===== config.mk =====
export PLATFORM = sky130hd
export DESIGN_NAME = popcount_arbiter
export DESIGN_NICKNAME = d
export VERILOG_FILES = /design/src/rtl/popcount_arbiter.sv
export SDC_FILE = /design/constraint.sdc
export NUM_CORES = 1
export LEC_CHECK = 0
export CAP_MARGIN = 40
export CELL_PAD_IN_SITES_DETAIL_PLACEMENT = 1
export CELL_PAD_IN_SITES_GLOBAL_PLACEMENT = 1
export CORE_MARGIN = 2
export CORE_UTILIZATION = 36
export DETAILED_ROUTE_END_ITERATION = 10
export DONT_BUFFER_PORTS = 1
export GPL_TIMING_DRIVEN = 1
export PLACE_DENSITY = 0.74
export REMOVE_ABC_BUFFERS = 1
export SKIP_CTS_REPAIR_TIMING = 1
export SLEW_MARGIN = 0
export SYNTH_ARGS = -nofsm -noshare
export SYNTH_HDL_FRONTEND = slang
export SYNTH_SLANG_ARGS = --single-unit

===== constraint.sdc =====
create_clock -name clk -period 2.23 [get_ports clk]
set_clock_uncertainty 0.1 [all_clocks]
set_input_delay 0.223 -clock clk [delete_from_list [all_inputs] [get_ports clk]]
set_output_delay 0.223 -clock clk [all_outputs]
set_load 0.02 [all_outputs]

===== src/rtl/popcount_arbiter.sv =====
// popcount_arbiter
//   Round-robin scheduler that shares one external bit-count datapath among
//   NUM_REQ requesters. In IDLE it picks the next pending requester after the
//   last winner, acknowledges it combinationally and loads its word into the
//   datapath. It also clears the datapath counter. In COUNT it repeatedly
//   clears the lowest set bit of the datapath number and increments the
//   counter until the number is zero. It then returns the count with a
//   one-cycle one-hot done pulse to the winner.
//
// Ports
//   clk, rst        clock; asynchronous active-high reset
//   req             per-requester request level, held until ack
//   req_data        flat request words, requester i at [i*WIDTH +: WIDTH]
//   ack             one-hot combinational accept (IDLE only)
//   done            one-hot registered result-valid pulse
//   result          registered bit count, held until the next done
//   result_id       registered index of the requester owning result
//   busy            high while an operation is in flight
//   dp_in           word routed to the datapath input
//   dp_en_num/ctr   datapath register enables
//   dp_sel_num/ctr  datapath mux selects (0 = load/clear, 1 = step)
//   dp_is_num_zero  datapath number-register zero flag
//   dp_out          datapath counter value
module popcount_arbiter #(
    parameter int WIDTH   = 8,
    parameter int NUM_REQ = 4,
    localparam int CW = $clog2(WIDTH + 1),
    localparam int IW = (NUM_REQ > 1) ? $clog2(NUM_REQ) : 1
) (
    input  logic                       clk,
    input  logic                       rst,
    input  logic [NUM_REQ-1:0]         req,
    input  logic [NUM_REQ*WIDTH-1:0]   req_data,
    output logic [NUM_REQ-1:0]         ack,
    output logic [NUM_REQ-1:0]         done,
    output logic [CW-1:0]              result,
    output logic [IW-1:0]              result_id,
    output logic                       busy,
    output logic [WIDTH-1:0]           dp_in,
    output logic                       dp_en_num,
    output logic                       dp_en_ctr,
    output logic                       dp_sel_num,
    output logic                       dp_sel_ctr,
    input  logic                       dp_is_num_zero,
    input  logic [CW-1:0]              dp_out
);

    localparam logic [0:0] S_IDLE  = 1'b0;
    localparam logic [0:0] S_COUNT = 1'b1;

    logic [0:0]         r_state;
    logic [IW-1:0]      r_ptr;
    logic [IW-1:0]      r_gnt;
    logic [NUM_REQ-1:0] r_done;
    logic [CW-1:0]      r_result;
    logic [IW-1:0]      r_result_id;

    logic [WIDTH-1:0]   w_words [NUM_REQ];
    logic               w_found;
    logic [IW-1:0]      w_grant;
    logic [IW-1:0]      w_cand;
    logic [0:0]         w_next;

    function automatic logic [NUM_REQ-1:0] onehot(input logic [IW-1:0] idx);
        logic [NUM_REQ-1:0] v;
        v      = '0;
        v[idx] = 1'b1;
        return v;
    endfunction

    always_comb begin
        for (int i = 0; i < NUM_REQ; i++) begin
            w_words[i] = req_data[i*WIDTH +: WIDTH];
        end
    end

    // Rotating priority: scan from the slot after the last winner, with wrap,
    // so the most recently served requester is considered last.
    always_comb begin
        w_found = 1'b0;
        w_grant = '0;
        w_cand  = '0;
        for (int i = 1; i <= NUM_REQ; i++) begin
            w_cand = IW'((int'(r_ptr) + i) % NUM_REQ);
            if (!w_found && req[w_cand]) begin
                w_found = 1'b1;
                w_grant = w_cand;
            end
        end
    end

    always_comb begin
        ack        = '0;
        dp_in      = w_words[0];
        dp_en_num  = 1'b0;
        dp_en_ctr  = 1'b0;
        dp_sel_num = 1'b0;
        dp_sel_ctr = 1'b0;
        w_next     = r_state;
        case (r_state)
            S_IDLE: begin
                if (w_found) begin
                    // Load the winner's word and clear the counter in one cycle.
                    ack       = onehot(w_grant);
                    dp_in     = w_words[w_grant];
                    dp_en_num = 1'b1;
                    dp_en_ctr = 1'b1;
                    w_next    = S_COUNT;
                end
            end
            S_COUNT: begin
                dp_in = w_words[r_gnt];
                if (!dp_is_num_zero) begin
                    dp_en_num  = 1'b1;
                    dp_sel_num = 1'b1;
                    dp_en_ctr  = 1'b1;
                    dp_sel_ctr = 1'b1;
                end else begin
                    w_next = S_IDLE;
                end
            end
            default: w_next = S_IDLE;
        endcase
    end

    always_ff @(posedge clk or posedge rst) begin
        if (rst) begin
            r_state     <= S_IDLE;
            r_ptr       <= IW'(NUM_REQ - 1);
            r_gnt       <= '0;
            r_done      <= '0;
            r_result    <= '0;
            r_result_id <= '0;
        end else begin
            r_state <= w_next;
            r_done  <= '0;
            // Pointer moves only on an actual grant.
            if (r_state == S_IDLE && w_found) begin
                r_gnt <= w_grant;
                r_ptr <= w_grant;
            end
            if (r_state == S_COUNT && dp_is_num_zero) begin
                r_result    <= dp_out;
                r_result_id <= r_gnt;
                r_done      <= onehot(r_gnt);
            end
        end
    end

    assign done      = r_done;
    assign result    = r_result;
    assign result_id = r_result_id;
    assign busy      = (r_state != S_IDLE);

endmodule


## After elaboration in Yosys (flattened, before gate mapping)

Index checks and enable logic that the tools add are counted.

| storage, ports and cells | value |
|---|---|
| register bits after elaboration | 15 |
| latch bits | 0 |
| RAM bits | 0 |
| memory bits (read-only) | 0 |
| bits of input ports | 43 |
| output and inout bits | 27 |
| memories | 0 |

| operators by class | value |
|---|---|
| add/sub/neg operators | 4 |
| multipliers | 0 |
| div/mod/pow operators | 0 |
| $lt $le $gt $ge | 10 |
| equal/unequal tests | 0 |
| shift-type cells | 0 |
| muxes and demuxes | 35 |
| bitwise gates (word level) | 3 |
| reductions and logical operators | 10 |

Operators with widths:

| operator | count |
|---|---|
| 8-bit two-way mux | 5 |
| 8-bit binary-select mux with 2-bit select | 2 |
| 2-bit by 3-bit < comparator with 1-bit output (second input constant) | 6 |
| 8-bit one-hot mux with 2 select lines | 1 |
| 1-bit two-way mux | 13 |
| 4-bit two-way mux | 3 |
| 1-bit binary-select mux with 2-bit select | 4 |
| 2-bit two-way mux | 4 |
| 1-bit logical AND | 7 |
| 3-bit greater-or-equal comparator (second input constant) | 2 |
| 2-bit inverter with 3-bit output | 2 |
| 2-bit by 1-bit adder with 2-bit output (second input constant) | 2 |
| 2-bit adder (second input constant) | 2 |
| 1-bit demux with 2-bit select | 2 |
| 2-bit by 1-bit greater-or-equal comparator with 1-bit output (second input constant) | 2 |
| 1-bit logical NOT | 3 |
| 1-bit one-hot mux with 2 select lines | 1 |
| 1-bit inverter | 1 |

## Longest topological paths before layout

Gate-level depths: netlist of run 1.

| logic depth | value |
|---|---|
| word-level depth | 19 |
| depth in mapped cells | 6 |
| gate-level depth less buffers | 5 |

## Worst setup path after synthesis of run 1

No wires, ideal clock.

| timing path | value |
|---|---|
| path type | reg2out |
| start point | reg r_ptr[0] |
| end point | out dp_in[0] |
| arrival | 1.852 ns |
| required time | 1.907 ns |
| path slack | 0.055 ns |
| cell stages (with the launch flop) | 7 |
| path buffers | 1 |
| path through | dfstp_2 and2b_1 o21ai_4 and3_4 buf_8 mux2_4 o211a_1 |

| between the ends | value |
|---|---|
| longest elaborated chain between the ends | 19 |

RTL lines:

| item | line | text |
|---|---|---|
| start, declared | 52 | `logic [IW-1:0] r_ptr;` |
| start signal, assigned | 129 | `r_ptr <= IW'(NUM_REQ - 1);` |
| start signal, assigned | 140 | `r_ptr <= w_grant;` |
| 2-bit by 1-bit adder with 2-bit output | 84 | `w_cand = IW'((int'(r_ptr) + i) % NUM_REQ);` |
| 1-bit binary-select mux with 2-bit select | 85 | `if (!w_found && req[w_cand]) begin` |
| 1-bit two-way mux (not written as such) | 85 |  |
| 1-bit two-way mux | 85 |  |
| 1-bit logical NOT | 85 |  |
| 1-bit logical AND | 85 |  |
| 1-bit two-way mux | 85 |  |
| 1-bit logical NOT | 85 |  |
| (+2 left out) | n/a |  |
| 1-bit logical NOT | 85 |  |
| 1-bit logical AND | 85 |  |
| 2-bit two-way mux | 85 |  |
| 2-bit inverter with 3-bit output (not written as such) | 105 | `dp_in = w_words[w_grant];` |
| 8-bit binary-select mux with 2-bit select | 105 |  |
| 8-bit two-way mux (not written as such) (2 in series) | 105 |  |
| 8-bit two-way mux * | 102 | `if (w_found) begin` |
| 8-bit one-hot mux with 2 select lines * | 100 | `case (r_state)` |
| end, declared | 39 | `output logic [WIDTH-1:0] dp_in,` |

Every way passes the cells marked *; elsewhere a longest branch is shown, timed or not. The select of a mux whose other input is x is not followed.

## Final worst setup path of run 1

| timing path | value |
|---|---|
| start point | reg r_ptr[0] |
| end point | out dp_in[5] |

The elaborated chain is that of the path after synthesis.

==> impl_metrics.ini, run 1 <==
[routing]
drc = 0
initialDrtViolationCount = 36
via_per_inst = 5.65
via_count = 1056
drt-pass1-iter-count = 4
drt-total-wl_um = 3660
wire_per_inst_um = 19.6
antenna_left = 0

[sta]
whs_ps = 19.2
worst_slew_pin_slew_ps = 533
post-route-period-util_pct = 110
relSlewSlack_pct = 64.5
final.setup.tns_ps = -1600
final_max_slew_viol_count = 0
layout_setup_ws_ps = -218
rsz0062_at_grt = yes
max_freq_ghz = 0.409
finalCriticalPeriod_ps = 2450
finalSetupViolations = 8
hold_viol = 0

[status]
outcome = finished with violations
violations = negative setup slack

[synthesis]
async_reset_ff_share_pct = 100
synth-main-ff-cell = dfrtp_1
synth_warnings = 0
ys_ff_latch = 15
synth_top_family_by_area = multiplexers
yosysUniqueCellTypes = 35
ys_seq_area_share_pct = 29.4
synthCells = 124
synth_edf_count = 0
synth-xor-area-share_pct = 0
syn_area_sq_um = 1280
synth_compound_area_share_pct = 20.4
synthMuxAreaShare_pct = 26.1
synth_simple_gate_area_share_pct = 16.6
avgSynthCellArea_sq_um = 10.4
synthAdderAreaFrac_pct = 0

[job]
drv_cap = 0

[worst_setup_path]
path_class = reg2out
endpoint_kind = output pin
worstPathMaxFanout = 5
cp_data_arrival_time_ps = 2120
cp.required_ps = 1910
critPathLaunchType = flop

[power]
ir_drop_mv = 0.602
p_total_mw = 2.42
leakage_nw = 0.664
p_per_area_nw_per_um2 = 1530

[cts]
cts_max_path_buffers = 2
cts_buffers = 3
worstSkewPairLatency_ps = 280
htree_levels = 1
path_clk_slew_ps = 80
cts_tree = built
cts_root_buf = clkbuf_4
clock-sinks = 15

[grt]
grt_antenna_before_repair = 0
track_usage_pct = 16.9
grt_max_degree = 16
first_global_vias = 1133
grt_pass1_wl_um = 5380
grt_overflow = 0

[die]
die_height_um = 63.7
ios = 70
initial_core_util_pct = 37.9
num_rows = 21
die_w_um = 63.7
die_area_sq_um = 4060
coreArea_sq_um = 3390

[place]
port_buffers = 0
dpl.hpwl_um = 2770
placed_cells = 173
dpl_worst_slack_ps = 29.6
gp_congestion = 0.795
place_area_sq_um = 1380

[layout]
fill_cells = 380
fin_util_pct = 46.6
drive_gt1_share_pct = 39.7
synthToLayoutAreaGrowth_pct = 23.1
final_nets = 185
fin_area_sq_um = 1580
final_cells = 187
diodes = 0

[min_path]
hp-class = in2reg
-- layout make-up --
class / count / area (sq um) / share of cell area [%]
flip-flops and latches: 15 / 378 / 23.9
clock inverters: 1 / 5.00 / 0.317
multi-input cells: 91 / 867 / 54.9
clock buffers: 3 / 22.5 / 1.43
repair buffers: 21 / 213 / 13.5
well taps: 46 / 57.6 / 3.64
inverters: 10 / 37.5 / 2.38
-- placed cells by master (no fill, tap or decap), types with 3 or more instances in the layout --
master         count
nor3_1             3
buf_4             13
nand2_1            4
dlygate4sd3_1      5
mux2_4             6
nand3_1            3
mux2_2             4
nor2_1             9
clkbuf_4           3
and2b_1            3
dfrtp_1           13
mux4_2             8
a211o_1            6
o21ai_0            4
inv_1              9
nand2b_1           7
o211a_4            6
a31oi_1            6
-- worst max-delay path: stages, from the launching register on --
cell and delay [ps]:
dfstp_2 540, and2b_1 210, o21ai_4 140, and3_4 250
buf_12 130, mux2_4 300, o211a_4 260
-- layer usage --
metal | wire (um) | global-route usage, %
met1 | 1220 | 17.0
met4 | 36 | 6.25
met3 | 383 | 6.96
met5 | 0 | 0
met2 | 2030 | 30.8
-- state kept, by name (all words and copies together) (netlist names) --
signal	cells
r_gnt	2
busy	1
r_ptr	2
result	4
done	4
result_id	2
-- final timing paths --
check | from | endpoint | slack, ps | cells past startpoint
setup / recovery | r_ptr[0] | dp_in[5] | -220 | 6
hold / removal | dp_is_num_zero | done[1] | 20 | 2
setup reg to reg | r_ptr[0] | r_gnt[0] | 580 | 6
hold reg to reg | result_id[0] | result_id[0] | 540 | 2
max in group asynchronous | rst | r_ptr[0] | 1350 | 2
min in group asynchronous | rst | result[0] | 320 | 2
-- power by group --
part	switching (mW)	internal (mW)	total, mW
sequential	0.237	0.399	0.635
clock	0.0812	0.0667	0.148
combinational	0.819	0.820	1.64
-- cell usage after synthesis, types with 2 or more instances --
cell type,instances,share of area [%]
dfrtp_1,13,25
nor2_1,11,3.2
inv_1,10,2.9
mux4_2,8,14
nand2b_1,8,3.9
a211o_1,6,4.1
a31oi_1,6,2.9
mux2_4,6,7.0
o211a_1,6,4.7
mux2_2,4,3.5
nand2_1,4,1.2
nand3_1,4,1.6
o21ai_0,4,1.6
and2b_1,3,1.8
nor3_1,3,1.2
a21oi_1,2,0.78
a32oi_1,2,1.4
buf_2,2,0.78
buf_4,2,1.2
dfstp_2,2,4.1
mux2i_1,2,1.6
o211ai_1,2,1.2
o21ai_4,2,2.5
-- kinds of logic after synthesis --
family	count (synthesis)
AOI/OAI and AO/OA	32
buffers and inverters	18
DFF	15
muxes	20
and+or+nand+nor	39
Power figures use the tool's default switching activity.
==> run 2: changes to the inputs <==
--- a/config.mk
+++ b/config.mk
@@ -16,6 +16,7 @@
 export PLACE_DENSITY = 0.74
 export REMOVE_ABC_BUFFERS = 1
 export SKIP_CTS_REPAIR_TIMING = 1
+export SKIP_LAST_GASP = 1
 export SLEW_MARGIN = 0
 export SYNTH_ARGS = -nofsm -noshare
 export SYNTH_HDL_FRONTEND = slang
==> impl_metrics.ini, run 2 (same netlist as run 1, synthesis figures left out) <==
[layout]
fill_cells = 382
synthToLayoutAreaGrowth_pct = 22.5
final_cell_mix = dfrtp_1, buf_4, nor2_1
fin_area_sq_um = 1570
diodes = 0
final_nets = 185
final_cells = 187
drive_gt1_share_pct = 38.3
fin_util_pct = 46.4

[sta]
relSlewSlack_pct = 64.5
layout_setup_ws_ps = -173
finalSetupViolations = 8
final_max_slew_viol_count = 0
worst_slew_pin_slew_ps = 533
max_freq_ghz = 0.416
post-route-period-util_pct = 108
finalCriticalPeriod_ps = 2400
rsz0062_at_grt = yes
hold_viol = 0

[grt]
grt_max_degree = 16
grt_pass1_wl_um = 5380
grt_overflow = 0
track_usage_pct = 16.9
grt_antenna_before_repair = 0
first_global_vias = 1133

[worst_setup_path]
endpoint_kind = output pin
cp.required_ps = 1910
cp_data_arrival_time_ps = 2080
worstPathMaxFanout = 5
path_class = reg2out
critPathLaunchType = flop

[status]
violations = negative setup slack
outcome = finished with violations

[routing]
antenna_left = 0
initialDrtViolationCount = 34
wire_per_inst_um = 19.0
drt-total-wl_um = 3550
via_count = 1050
drc = 0
via_per_inst = 5.61
drt-pass1-iter-count = 4

[power]
switching_power_mw = 1.12
pwr-share-comb_pct = 67.4
leakage_nw = 0.660
p_per_area_nw_per_um2 = 1530
switching_share_pct = 46.7
seqPwrFrac_pct = 26.4
intPower_mw = 1.28
p_clk_share_pct = 6.1
p_total_mw = 2.40
ir_drop_mv = 0.600

[job]
drv_cap = 0

[die]
num_rows = 21
coreArea_sq_um = 3390
die_w_um = 63.7
ios = 70
initial_core_util_pct = 37.9
die_area_sq_um = 4060
die_height_um = 63.7

[place]
dpl.hpwl_um = 2770
placed_cells = 173
dpl_worst_slack_ps = 29.6
port_buffers = 0
gp_congestion = 0.795
place_area_sq_um = 1380

[cts]
cts_buffers = 3
cts_tree = built
clock-sinks = 15
path_clk_slew_ps = 80
cts_max_path_buffers = 2
htree_levels = 1
cts_root_buf = clkbuf_4
worstSkewPairLatency_ps = 280

[min_path]
hp-class = in2reg
[run 2: cell counts in the layout (fill, tap and decap cells not counted)]
Identical to the previous run, type by type.
[run 2: layer usage]
| metal | global-route usage (%) | share of wire (%) | up-vias |
|---|---|---|---|
| li1 | - | - | 499 |
| met1 | 17.0 | 35 | 493 |
| met2 | 30.8 | 54 | 55 |
| met3 | 6.96 | 10 | 3 |
| met4 | 6.25 | 1.0 | 0 |
| met5 | 0 | 0 | - |
[run 2: cell type report]
cell class | count | area, sq um | share of cell area [%]
Clock inverter | 1 | 5.00 | 0.318
Tap cell | 46 | 57.6 | 3.66
Multi-Input combinational cell | 91 | 860 | 54.7
Inverter | 10 | 37.5 | 2.39
Sequential cell | 15 | 378 | 24.0
Clock buffer | 3 | 22.5 | 1.43
Timing Repair Buffer | 21 | 213 | 13.5
[run 2: through the flow]
| step | hold WS, ps | TNS [ps] |
|---|---|---|
| detailed placement | 83.8 | 0 |
| floorplan | 23.0 | 0 |
| CTS | -232 | -1920 |
| global route | 16.5 | -1970 |
| global placement | 72.6 | 0 |
| finish | 19.2 | -1270 |
[run 2: worst max-delay path, cell delays in order, from the launching register on]
cell and delay (ps):
dfstp_2 540, and2b_4 200, o21ai_4 120, and3_4 240, buf_12 130, mux2_4 300, o211a_4 260
[run 2: power by group through the flow]
stage / Sequential (mW) / Combinational [mW] / Clock, mW
2_1_floorplan: 0.636 / 0.994 / 0
3_3_place_gp: 0.638 / 1.32 / 0
3_5_place_dp: 0.644 / 1.36 / 0
4_1_cts: 0.639 / 1.37 / 0.157
5_1_grt: 0.660 / 1.72 / 0.175
6_report: 0.635 / 1.62 / 0.148
[run 2: final timing paths]
| kind | startpoint | end | slack (ps) | cells past startpoint |
|---|---|---|---|---|
| setup reg to reg | r_ptr[0] | r_gnt[1] | 620 | 5 |
| min in group asynchronous | rst | result[0] | 320 | 2 |
| setup / recovery | r_ptr[0] | dp_in[5] | -170 | 6 |
| max in group asynchronous | rst | r_ptr[0] | 1350 | 2 |
| hold reg to reg | r_ptr[1] | r_ptr[1] | 520 | 2 |
| hold / removal | dp_is_num_zero | done[1] | 20 | 2 |
==> run 3: changes to the inputs <==
--- a/config.mk
+++ b/config.mk
@@ -13,7 +13,8 @@
 export DETAILED_ROUTE_END_ITERATION = 10
 export DONT_BUFFER_PORTS = 1
 export GPL_TIMING_DRIVEN = 1
-export PLACE_DENSITY = 0.74
+export PLACE_DENSITY = 0.73
+export RECOVER_POWER = 25
 export REMOVE_ABC_BUFFERS = 1
 export SKIP_CTS_REPAIR_TIMING = 1
 export SKIP_LAST_GASP = 1
==> constraint.sdc (replaced) <==
create_clock -name clk -period 2.1 [get_ports clk]
set_clock_uncertainty 0.1 [all_clocks]
set_input_delay 0.21 -clock clk [delete_from_list [all_inputs] [get_ports clk]]
set_output_delay 0.21 -clock clk [all_outputs]
set_load 0.02 [all_outputs]
==> impl_metrics.ini, run 3 (same netlist as run 1, synthesis figures left out) <==
[worst_setup_path]
path_class = reg2out
r2r_slack_ps = 420
cp.required_ps = 1790
reg2regPathDepth = 5
endpoint_kind = output pin
r2r_start = r_ptr[0]
critPathLaunchType = flop
worstPathMaxFanout = 6
r2r_end = r_gnt[1]
cp_data_arrival_time_ps = 2090

[place]
gp_congestion = 0.779
dpl.hpwl_um = 2820
dpl_worst_slack_ps = -129
place_area_sq_um = 1410
port_buffers = 0

[min_path]
hold_path_startpoint = dp_is_num_zero
holdPathEnd = done[1]
whs_path_depth = 2
hp-class = in2reg

[routing]
routed-wl-met2_um = 2050
top_layer = met4
drc = 0
route.met3.wl_um = 260
wire_per_inst_um = 19.4
initialDrtViolationCount = 27
wl_met1_um = 1340
antenna_left = 0
via_per_inst = 5.69
drt-total-wl_um = 3670
drt-pass1-iter-count = 4
via_count = 1075

[sta]
final_max_slew_viol_count = 0
max_freq_ghz = 0.417
worst_slew_pin_slew_ps = 547
finalCriticalPeriod_ps = 2400
finalSetupViolations = 8
rsz0062_at_grt = yes
final.setup.tns_ps = -2290
layout_setup_ws_ps = -296
post-route-period-util_pct = 114
hold_viol = 0
relSlewSlack_pct = 63.5
whs_ps = 41.3

[cts]
path_clk_slew_ps = 80
clock-sinks = 15
worstSkewPairLatency_ps = 270
cts_max_path_buffers = 2
cts_buffers = 3
cts_tree = built
cts_root_buf = clkbuf_4
htree_levels = 1

[die]
ios = 70
die_area_sq_um = 4060
num_rows = 21
die_w_um = 63.7
coreArea_sq_um = 3390
die_height_um = 63.7
initial_core_util_pct = 37.9

[layout]
synthToLayoutAreaGrowth_pct = 24.0
fin_area_sq_um = 1590
final_common_cell = buf_4
drive_gt1_share_pct = 38.5
final_cell_mix = buf_4, dfrtp_1, inv_1
diodes = 0
fill_cells = 371
final_nets = 187

[grt]
grt_pass1_wl_um = 5600
track_usage_pct = 17.3
grt_overflow = 0
grt_antenna_before_repair = 0
first_global_vias = 1205
grt_max_degree = 16

[job]
drv_cap = 0

[status]
violations = negative setup slack
outcome = finished with violations

[power]
leakage_nw = 0.670
ir_drop_mv = 0.677
p_per_area_nw_per_um2 = 1620
-- run 3: where the power goes --
part | internal (mW) | switching (mW)
logic | 0.878 | 0.871
clock network | 0.0735 | 0.0800
registers | 0.423 | 0.257
total | 1.38 | 1.21
-- run 3: worst max-delay path by stage --
stage | start | endpoint | slack (ps) | depth (start not counted)
6_report | r_ptr[0] | dp_in[2] | -300 | 6
5_1_grt | r_ptr[0] | dp_in[5] | -380 | 6
4_1_cts | r_ptr[0] | dp_in[3] | -450 | 7
3_5_place_dp | r_ptr[0] | dp_in[3] | -130 | 7
3_3_place_gp | r_ptr[0] | dp_in[3] | -9 | 7
2_1_floorplan | r_ptr[0] | dp_in[0] | -80 | 5
-- run 3: cell type report --
cell class | instances | area, sq um | area share (%)
multi-input combinational | 91 | 870 | 54.6
sequential | 15 | 378 | 23.7
timing repair buffer | 23 | 223 | 14.0
tap | 46 | 57.6 | 3.62
inverter | 10 | 37.5 | 2.36
clock buffer | 4 | 26.3 | 1.65
-- run 3: critical path, stage by stage, from the launching register on --
cell     delay (ps)
dfstp_2         550
and2b_1         210
o21ai_4         130
and3_4          250
buf_12          130
mux2_4          300
o211a_4         260
-- run 3: routing by layer --
layer,vias up,track usage [%]
met3,2,4.29
met1,529,17.8
met5,-,0
met2,43,33.8
li1,501,-
met4,0,4.89
-- run 3: through the flow --
stage / total power, mW / cells / util (%)
after global routing: 2.74 / 189 / 47.0
after detailed placement: 2.20 / 176 / 41.7
final: 2.58 / 189 / 47.0
after global placement: 2.14 / 176 / 41.7
after CTS: 2.36 / 180 / 42.5
after floorplan: 1.73 / 116 / -
